--- src/rtl/prefetch_queue_pkg.sv ---
// Shared definitions for the prefetch queue: boolean constants, default
// depth and the encoding of the terminal marker held behind the data.
package prefetch_queue_pkg;

  localparam bit TRUE  = 1'b1;
  localparam bit FALSE = 1'b0;

  localparam int PREFETCH_QUEUE_DEPTH = 16;

  // Terminal marker that logically follows the last queued byte.
  typedef enum logic [1:0] {
    MK_NONE  = 2'd0,
    MK_LIMIT = 2'd1,
    MK_PF    = 2'd2
  } marker_e;

endpackage

--- src/rtl/prefetch_queue_ring.sv ---
// Byte ring storage for the prefetch queue.
//   clk      : clock
//   wr_en    : write the first wr_len bytes of wr_data starting at wr_ptr
//   wr_ptr   : ring index of byte [7:0] of wr_data
//   wr_data  : beat bytes, [7:0] lowest address
//   wr_len   : bytes to write, 0..4
//   rd_ptr   : ring index of the oldest byte
//   rd_win   : 8 bytes starting at rd_ptr, wrapping modulo DEPTH (unmasked)
module prefetch_queue_ring #(
  parameter int DEPTH = 16,
  parameter int PTR_W = 4
) (
  input  logic                  clk,
  input  logic                  wr_en,
  input  logic [PTR_W-1:0]      wr_ptr,
  input  logic [31:0]           wr_data,
  input  logic [2:0]            wr_len,
  input  logic [PTR_W-1:0]      rd_ptr,
  output logic [7:0][7:0]       rd_win
);

  logic [7:0] mem [DEPTH];

  // Contents need no reset: bytes outside the valid window are masked above.
  always_ff @(posedge clk) begin
    for (int i = 0; i < 4; i++) begin
      if (wr_en && (3'(i) < wr_len))
        mem[wr_ptr + PTR_W'(i)] <= wr_data[8*i +: 8];
    end
  end

  for (genvar i = 0; i < 8; i++) begin : g_rd
    logic [PTR_W-1:0] idx;
    assign idx       = rd_ptr + PTR_W'(i);
    assign rd_win[i] = mem[idx];
  end

endmodule

--- src/rtl/prefetch_queue.sv ---
// Byte-granular instruction prefetch queue between the prefetch/icache return
// path and the decoder.
//   clk, rst_n                     : clock, synchronous active-low reset
//   pr_reset                       : flush on control transfer
//   prefetchfifo_write_do/data/length : 1..4 byte fetch beat
//   prefetchfifo_signal_limit_do   : CS-limit marker
//   prefetchfifo_signal_pf_do      : page-fault marker
//   prefetchfifo_space_ok          : >=4 bytes free and no marker pending
//   prefetchfifo_used              : bytes held
//   fetch / fetch_valid            : up to 8 oldest bytes, [7:0] oldest
//   fetch_limit / fetch_page_fault : drained with marker pending
//   dec_accept                     : bytes retired by the decoder
//   prefetchfifo_overflow          : sticky, a beat was dropped
module prefetch_queue
  import prefetch_queue_pkg::*;
#(
  parameter  int DEPTH = PREFETCH_QUEUE_DEPTH,
  localparam int PTR_W = $clog2(DEPTH)
) (
  input  logic             clk,
  input  logic             rst_n,
  input  logic             pr_reset,
  input  logic             prefetchfifo_write_do,
  input  logic [31:0]      prefetchfifo_write_data,
  input  logic [2:0]       prefetchfifo_write_length,
  input  logic             prefetchfifo_signal_limit_do,
  input  logic             prefetchfifo_signal_pf_do,
  output logic             prefetchfifo_space_ok,
  output logic [PTR_W:0]   prefetchfifo_used,
  output logic [63:0]      fetch,
  output logic [3:0]       fetch_valid,
  output logic             fetch_limit,
  output logic             fetch_page_fault,
  input  logic [3:0]       dec_accept,
  output logic             prefetchfifo_overflow
);

  logic [PTR_W-1:0] rd_ptr, wr_ptr;
  logic [PTR_W:0]   used, free;
  marker_e          marker;
  logic             overflow;
  logic [2:0]       wlen, wlen_acc;
  logic             wr_req, wr_acc;
  logic [3:0]       eff_accept;
  logic [7:0][7:0]  win;

  assign free        = (PTR_W+1)'(DEPTH) - used;
  assign fetch_valid = (used >= (PTR_W+1)'(8)) ? 4'd8 : 4'(used);

  // Beats never exceed 4 bytes; a length of 0 is no write.
  assign wlen     = (prefetchfifo_write_length > 3'd4) ? 3'd4 : prefetchfifo_write_length;
  assign wr_req   = prefetchfifo_write_do && (wlen != 3'd0);
  // Space judged on pre-retire occupancy: a full queue cannot refill while draining.
  assign wr_acc   = wr_req && (marker == MK_NONE) && (free >= (PTR_W+1)'(wlen));
  assign wlen_acc = wr_acc ? wlen : 3'd0;

  assign eff_accept = (dec_accept > fetch_valid) ? fetch_valid : dec_accept;

  always_ff @(posedge clk) begin
    if (!rst_n) begin
      rd_ptr   <= '0;
      wr_ptr   <= '0;
      used     <= '0;
      marker   <= MK_NONE;
      overflow <= 1'b0;
    end else if (pr_reset) begin
      rd_ptr <= '0;
      wr_ptr <= '0;
      used   <= '0;
      marker <= MK_NONE;
    end else begin
      wr_ptr <= wr_ptr + PTR_W'(wlen_acc);
      rd_ptr <= rd_ptr + PTR_W'(eff_accept);
      used   <= used + (PTR_W+1)'(wlen_acc) - (PTR_W+1)'(eff_accept);
      if (wr_req && !wr_acc)
        overflow <= 1'b1;
      // First marker wins; page fault beats limit when both arrive together.
      if (marker == MK_NONE) begin
        if (prefetchfifo_signal_pf_do)         marker <= MK_PF;
        else if (prefetchfifo_signal_limit_do) marker <= MK_LIMIT;
      end
    end
  end

  prefetch_queue_ring #(.DEPTH(DEPTH), .PTR_W(PTR_W)) u_ring (
    .clk     (clk),
    .wr_en   (wr_acc && !pr_reset),
    .wr_ptr  (wr_ptr),
    .wr_data (prefetchfifo_write_data),
    .wr_len  (wlen),
    .rd_ptr  (rd_ptr),
    .rd_win  (win)
  );

  for (genvar i = 0; i < 8; i++) begin : g_fetch
    assign fetch[8*i +: 8] = (4'(i) < fetch_valid) ? win[i] : 8'h00;
  end

  assign prefetchfifo_space_ok = (free >= (PTR_W+1)'(4)) && (marker == MK_NONE);
  assign prefetchfifo_used     = used;
  assign fetch_limit           = (marker == MK_LIMIT) && (used == '0);
  assign fetch_page_fault      = (marker == MK_PF) && (used == '0);
  assign prefetchfifo_overflow = overflow;

endmodule

--- config.mk ---
export PLATFORM = sky130hd
export DESIGN_NAME = prefetch_queue
export DESIGN_NICKNAME = d
export VERILOG_FILES = /design/src/rtl/prefetch_queue_pkg.sv /design/src/rtl/prefetch_queue_ring.sv /design/src/rtl/prefetch_queue.sv
export SDC_FILE = /design/constraint.sdc
export NUM_CORES = 1
export LEC_CHECK = 0
export BUFFER_PORTS_ARGS = -buffer_cell sky130_fd_sc_hd__buf_2
export CORE_MARGIN = 5
export CORE_UTILIZATION = 50
export CTS_BUF_LIST = sky130_fd_sc_hd__clkbuf_8
export CTS_CLUSTER_SIZE = 24
export DETAILED_ROUTE_END_ITERATION = 6
export GPL_TIMING_DRIVEN = 0
export HOLD_SLACK_MARGIN = 0.1
export PLACE_DENSITY = 0.69
export SYNTH_ARGS = -nofsm -noshare
export SYNTH_HDL_FRONTEND = slang
export SYNTH_HIERARCHICAL = 1
export SYNTH_SLANG_ARGS = --single-unit
--- constraint.sdc ---
create_clock -name clk -period 8.1 [get_ports clk]
set_input_delay 1.62 -clock clk [delete_from_list [all_inputs] [get_ports clk]]
set_output_delay 1.62 -clock clk [all_outputs]
set_load 0.02 [all_outputs]
==> flow_metrics.env, run 1 <==
export IMPL_detail_route_wl_per_cell_um=35.8
export IMPL_layout_filler_cells=2808
export IMPL_async_flop_share_pct=0
export IMPL_finalSetupTns_ns=0
export IMPL_drc=0
export IMPL_cp_required_ns=6.48
export IMPL_clkTransAtPathRegs_ns=0.09
export IMPL_max_slew_margin_rel_pct=14.4
export IMPL_htreeDepth=4
export IMPL_die_height_um=188
export IMPL_yosysSeqAreaShare_pct=26.4
export IMPL_dieArea_mm2=0.0352
export IMPL_ir_drop_uv=128
export IMPL_cts_root_buffer="clkbuf_8"
export IMPL_drt_iter0_drc=2248
export IMPL_vias_per_cell=7.67
export IMPL_cts_resized=0
export IMPL_setup_slack_ns=1.37
export IMPL_grt_max_degree=17
export IMPL_numPortBuffers=98
export IMPL_maxCapViolCount=0
export IMPL_cp_end_kind="output pin"
export IMPL_nets=1661
export IMPL_fmax_mhz=149
export IMPL_path_cells="buf_4 > buf_4 > buf_1 > inv_1 > ha_1 > buf_2 > clkbuf_1 > mux4_2 > mux4_1 > nor2b_1 > buf_2"
export IMPL_cts_setup_buffers=0
export IMPL_syn_nets=1542
export IMPL_syn_cell_area_mm2=0.0158
export IMPL_clk_latency_ns=0.46
export IMPL_cp_num_buf_inv=7
export IMPL_min_path_type="register to register"
export IMPL_drv_slew=0
export IMPL_regArea_mm2=0.00416
export IMPL_postCtsHoldBufs=0
export IMPL_finalPower_mw=4.20
export IMPL_core_area_mm2=0.0313
export IMPL_period_needed_ns=6.73
export IMPL_vias=15300
export IMPL_drt_pass1_iterations=5
export IMPL_synth_edff_count=128
export IMPL_synth_area_leaders="edfxtp_1 24%, mux4_2 22%, mux4_1 4.7%"
export IMPL_synthFlopType="edfxtp_1"
export IMPL_area_growth_pct=9.04
export IMPL_cts_sinks=144
export IMPL_postSynthCellCount=1461
export IMPL_die_w_um=188
export IMPL_multiInputGateArea_mm2=0.0106
export IMPL_cts_buffer_depth=2
export IMPL_rsz0062_at_grt="false"
export IMPL_path_max_fanout=10
export IMPL_cts_tree="built"
export IMPL_finClkSkew_ns=0.0124
export IMPL_slowest_delay_ns=0.63
export IMPL_yosys_warnings=6
export IMPL_pre_cts_slack_ns=1.43
export IMPL_io_pins=122
export IMPL_diodes=0
export IMPL_finalCritPeriodShare_pct=83.1
export IMPL_crit_path_top_delay_cell="buf_1"
export IMPL_grt_pass1_wl_mm=101
export IMPL_overflow=0
export IMPL_synth_top_cell_area_share_pct=24.4
export IMPL_start_util_pct=50.4
export IMPL_gp_congestion=1.08
export IMPL_grt_pass1_vias=13700
export IMPL_status="finished clean"
export IMPL_leakage_nw=5.79
export IMPL_hold_violations=0
export IMPL_synth_area_leader_cell="edfxtp_1"
export IMPL_worstPathArrival_ns=5.11
export IMPL_crit_type="register to output pin"
export IMPL_dp_hpwl_mm=56.5
export IMPL_antenna_found_initial=3
export IMPL_synth_cell_type_count=81
export IMPL_placementRows=65
export IMPL_ant_nets=0
export IMPL_avgSynthCellArea_um2=10.8
export IMPL_power_density_mw_per_mm2=244
export IMPL_grt_usage_pct=39.4
export IMPL_numCtsBuffers=17
export IMPL_layout_drive_gt1_share_pct=24.6
export IMPL_tightest_slew_ns=1.27
export IMPL_start_kind="register"
export IMPL_critical_path_top_delay_family="buffers and inverters"
export IMPL_setup_viol=0
export IMPL_routed_wl_mm=71.4
export IMPL_ys_ff_latch=144
registers in the layout, summed over array words and instances (netlist names):
signal                 cells
prefetchfifo_overflow      1
rd_ptr                     4
prefetchfifo_used          5
u_ring/mem               128
wr_ptr                     4
marker                     2
kinds of logic after synthesis:
family | share of synthesized area, %
XOR/XNOR | 1.39
adder cells (fa/ha/maj) | 3.09
AO/OA/AOI/OAI | 16.8
buffers and inverters | 6.34
AND/OR/NAND/NOR | 15.2
flip-flops | 26.4
multiplexers | 30.8
tightest hold or removal path, stage by stage (launching register included):
cell     delay (ns)
dfxtp_1        0.36
a21oi_1        0.05
nor2_1         0.07
per-layer routing:
layer	vias to the layer above	share of wire (%)	GRT usage [%]	routed length (um)
li1	6180	-	-	-
met1	7407	37	52.9	26600
met2	1423	42	58.0	30300
met3	294	13	10.4	9140
met4	4	7.6	22.9	5400
met5	-	0.024	0	17
cells in the mapped netlist (all sizes together), types with 37 or more instances:
master	count
nor2	71
a211oi	51
nand3	43
o31ai	47
a21oi	74
o32ai	58
nand2	88
mux2i	58
buf	101
mux4	184
inv	37
clkbuf	83
edfxtp	128
nor2b	56
worst paths after layout:
kind / start / endpoint / slack [ns] / cells after the start
max: rd_ptr[1] / fetch[29] / 1.37 / 11
min: marker[0] / marker[0] / 0.51 / 2
max reg2reg: prefetchfifo_used[1] / u_ring/mem[10][1] / 2.89 / 13
min reg2reg: marker[0] / marker[0] / 0.51 / 2
cells in the final DEF (no fill, tap or decap), types with 33 or more instances in the layout:
cell type and instances:
buf_1 35, mux2i_1 58, o22ai_1 33, a21oi_1 73, nor2_1 68, and2_1 35
nor2b_1 56, inv_1 36, o31ai_1 47, o32ai_1 58, clkbuf_1 82, mux4_2 156
nand3_1 43, nand2_1 88, a211oi_1 49, buf_2 145, edfxtp_1 128
cell type report:
type                    count  share of cell area (%)
plain buffers             184                    5.01
multi-input cells        1096                    61.8
repair buffers            100                    2.94
well taps                 402                    2.92
flip-flops and latches    144                    24.2
clock buffers              17                    1.36
clock inverters            15                   0.982
inverters                  37                   0.808
through the flow:
step / cell area, um^2 / util, % / cells / hold WS (ns)
final: 17200 / 54.9 / 1995 / 0.509
after global routing: 17200 / 54.9 / 1995 / 0.542
after CTS: 17200 / 54.9 / 1994 / 0.510
after detailed placement: 16800 / 53.6 / 1962 / 0.488
after global placement: 16800 / 53.5 / 1961 / 0.460
after floorplan: 15800 / - / 1461 / 0.459
power by group:
group          leakage (nW)  internal [mW]  switching (mW)  total, mW
clock                 0.199          0.302           0.281      0.583
sequential             1.29          0.852          0.0425      0.894
combinational          4.31           1.14            1.58       2.72
No activity file was read; power rests on OpenSTA's default activity.
==> run 2: changes to the inputs <==
--- a/config.mk
+++ b/config.mk
@@ -5,6 +5,7 @@
 export SDC_FILE = /design/constraint.sdc
 export NUM_CORES = 1
 export LEC_CHECK = 0
+export ABC_AREA = 1
 export BUFFER_PORTS_ARGS = -buffer_cell sky130_fd_sc_hd__buf_2
 export CORE_MARGIN = 5
 export CORE_UTILIZATION = 50
@@ -13,7 +14,7 @@
 export DETAILED_ROUTE_END_ITERATION = 6
 export GPL_TIMING_DRIVEN = 0
 export HOLD_SLACK_MARGIN = 0.1
-export PLACE_DENSITY = 0.69
+export PLACE_DENSITY = 0.72
 export SYNTH_ARGS = -nofsm -noshare
 export SYNTH_HDL_FRONTEND = slang
 export SYNTH_HIERARCHICAL = 1
==> constraint.sdc (replaced) <==
create_clock -name clk -period 6.1 [get_ports clk]
set_input_delay 1.22 -clock clk [delete_from_list [all_inputs] [get_ports clk]]
set_output_delay 1.22 -clock clk [all_outputs]
set_load 0.02 [all_outputs]
==> flow_metrics.env, run 2 <==
export IMPL_drt_iter0_drc=3086
export IMPL_placementRows=67
export IMPL_synth_edff_count=128
export IMPL_io_pins=122
export IMPL_grt_max_degree=17
export IMPL_fmax_mhz=195
export IMPL_crit_type="register to output pin"
export IMPL_maxCapViolCount=0
export IMPL_path_max_fanout=13
export IMPL_cp_end_kind="output pin"
export IMPL_status="finished clean"
export IMPL_fin_area_mm2=0.0182
export IMPL_overflow=0
export IMPL_cts_sinks=144
export IMPL_finClkSkew_ns=0.0149
export IMPL_yosysSeqAreaShare_pct=24.9
export IMPL_synth_top_cell_area_share_pct=27.5
export IMPL_final_cells=3476
export IMPL_ant_nets=0
export IMPL_rsz0062_at_grt="false"
export IMPL_dp_hpwl_mm=66.5
export IMPL_die_w_um=193
export IMPL_numPortBuffers=101
export IMPL_detail_route_wl_per_cell_um=23.9
export IMPL_postCtsHoldBufs=0
export IMPL_cp_required_ns=4.88
export IMPL_ys_ff_latch=144
export IMPL_ff2ff_setup_slack_ns=2.04
export IMPL_gp_congestion=1.13
export IMPL_postSynthCellCount=2893
export IMPL_path_cells="inv_2 > clkbuf_1 > ha_1 > clkbuf_1 > clkbuf_1 > o21ai_0 > o21ai_0 > nand2_1 > nand2_1 > inv_1 > nor2_1 > buf_2"
export IMPL_grt_pass1_wl_mm=122
export IMPL_start_kind="register"
export IMPL_slowest_delay_ns=0.64
export IMPL_core_area_mm2=0.0333
export IMPL_avgSynthCellArea_um2=5.78
export IMPL_setup_slack_ns=0.963
export IMPL_cpMostUsedCell="clkbuf_1"
export IMPL_antenna_found_initial=1
export IMPL_clk_latency_ns=0.45
export IMPL_place_inst=3442
export IMPL_final_util_pct=54.6
export IMPL_mostFrequentLayoutCell="nand2_1"
export IMPL_synth_area_leaders="nand2_1 28%, edfxtp_1 23%, nand3_1 13%"
export IMPL_clkTransAtPathRegs_ns=0.09
export IMPL_nets=3094
export IMPL_period_needed_ns=5.14
export IMPL_dieArea_mm2=0.0372
export IMPL_drv_slew=0
export IMPL_drc=0
export IMPL_area_growth_pct=8.74
export IMPL_finalPower_mw=7.09
export IMPL_placed_area_mm2=0.0178
export IMPL_worstPathArrival_ns=3.92
export IMPL_tightest_slew_ns=1.25
export IMPL_vias_per_cell=6.04
export IMPL_pre_cts_slack_ns=1.20
export IMPL_cts_tree="built"
export IMPL_finalCritPeriodShare_pct=84.2
export IMPL_top_register="u_ring/mem"
export IMPL_crit_path_top_delay_cell="dfxtp_1"
export IMPL_ir_drop_uv=284
export IMPL_ys_top_cells_by_count="1226 x nand2_1, 431 x nand3_1, 230 x inv_1, 184 x o21ai_0, 128 x edfxtp_1"
export IMPL_synth_most_common_cell="nand2_1"
export IMPL_async_flop_share_pct=0
export IMPL_grt_usage_pct=44.3
export IMPL_grt_pass1_vias=19300
export IMPL_cts_resized=0
export IMPL_cts_buffer_depth=2
export IMPL_cts_setup_buffers=0
export IMPL_syn_cell_area_mm2=0.0167
export IMPL_largest_reg_flops=128
export IMPL_setup_viol=0
export IMPL_numCtsBuffers=17
export IMPL_final_cell_mix="1226 x nand2_1, 431 x nand3_1, 232 x inv_1"
export IMPL_hold_ws_ns=0.472
export IMPL_max_slew_margin_rel_pct=15.8
export IMPL_die_height_um=193
export IMPL_yosys_warnings=6
export IMPL_leakage_nw=9.33
export IMPL_synth_cell_type_count=47
export IMPL_synth_area_leader_cell="nand2_1"
export IMPL_finalSetupTns_ns=0
export IMPL_routed_wl_mm=83.1
export IMPL_drt_pass1_iterations=6
export IMPL_layout_drive_gt1_share_pct=12.8
export IMPL_cts_root_buffer="clkbuf_8"
export IMPL_start_util_pct=50.3
export IMPL_power_density_mw_per_mm2=390
export IMPL_htreeDepth=4
export IMPL_min_path_type="register to register"
export IMPL_syn_nets=2974
export IMPL_hold_violations=0
export IMPL_vias=21000
export IMPL_synthFlopType="edfxtp_1"
==> run 2: layout make-up <==
| class | instances | area [um^2] |
|---|---|---|
| fillers | 3490 | 15100 |
| multi-input cells | 2323 | 10800 |
| flip-flops and latches | 144 | 4160 |
| inverters | 275 | 1050 |
| plain buffers | 151 | 703 |
| well taps | 448 | 561 |
| repair buffers | 101 | 505 |
| clock buffers | 18 | 248 |
| clock inverters | 14 | 143 |
| diodes | 2 | 5.00 |
==> run 2: path summary, 6_finish.rpt <==
kind                          from                    end  cells after the start
max                      rd_ptr[1]              fetch[61]                     12
min          prefetchfifo_overflow  prefetchfifo_overflow                      2
max reg2reg   prefetchfifo_used[1]       u_ring/mem[0][5]                     13
min reg2reg  prefetchfifo_overflow  prefetchfifo_overflow                      2
==> run 2: layer usage <==
layer  part of all wire (%)  GRT usage (%)
met5                      0              0
met4                    9.6           33.1
met3                     12           10.2
met2                     42           67.2
met1                     36           54.8
==> run 2: critical path, delay by kind of cell, from the launching register on <==
family	cells	cell delay, ns
adders and majority gates	1	0.46
AOI/OAI and AO/OA	2	0.59
buffers and inverters	6	1.55
and+or+nand+nor	3	0.21
DFF	1	0.64
==> run 2: logic make-up after synthesis <==
kind of cell / share of synthesized area, %
simple gates: 51.2
buf+inv: 10.5
compound gates: 9.33
flops: 24.9
fa+ha+maj: 2.92
xor+xnor: 0.658
mux: 0.539
==> run 2: power by group <==
| part | leakage (nW) | internal, mW | switching (mW) | total [mW] |
|---|---|---|---|---|
| logic | 7.85 | 1.48 | 3.67 | 5.15 |
| clock network | 0.194 | 0.374 | 0.376 | 0.749 |
| registers | 1.29 | 1.14 | 0.0591 | 1.20 |
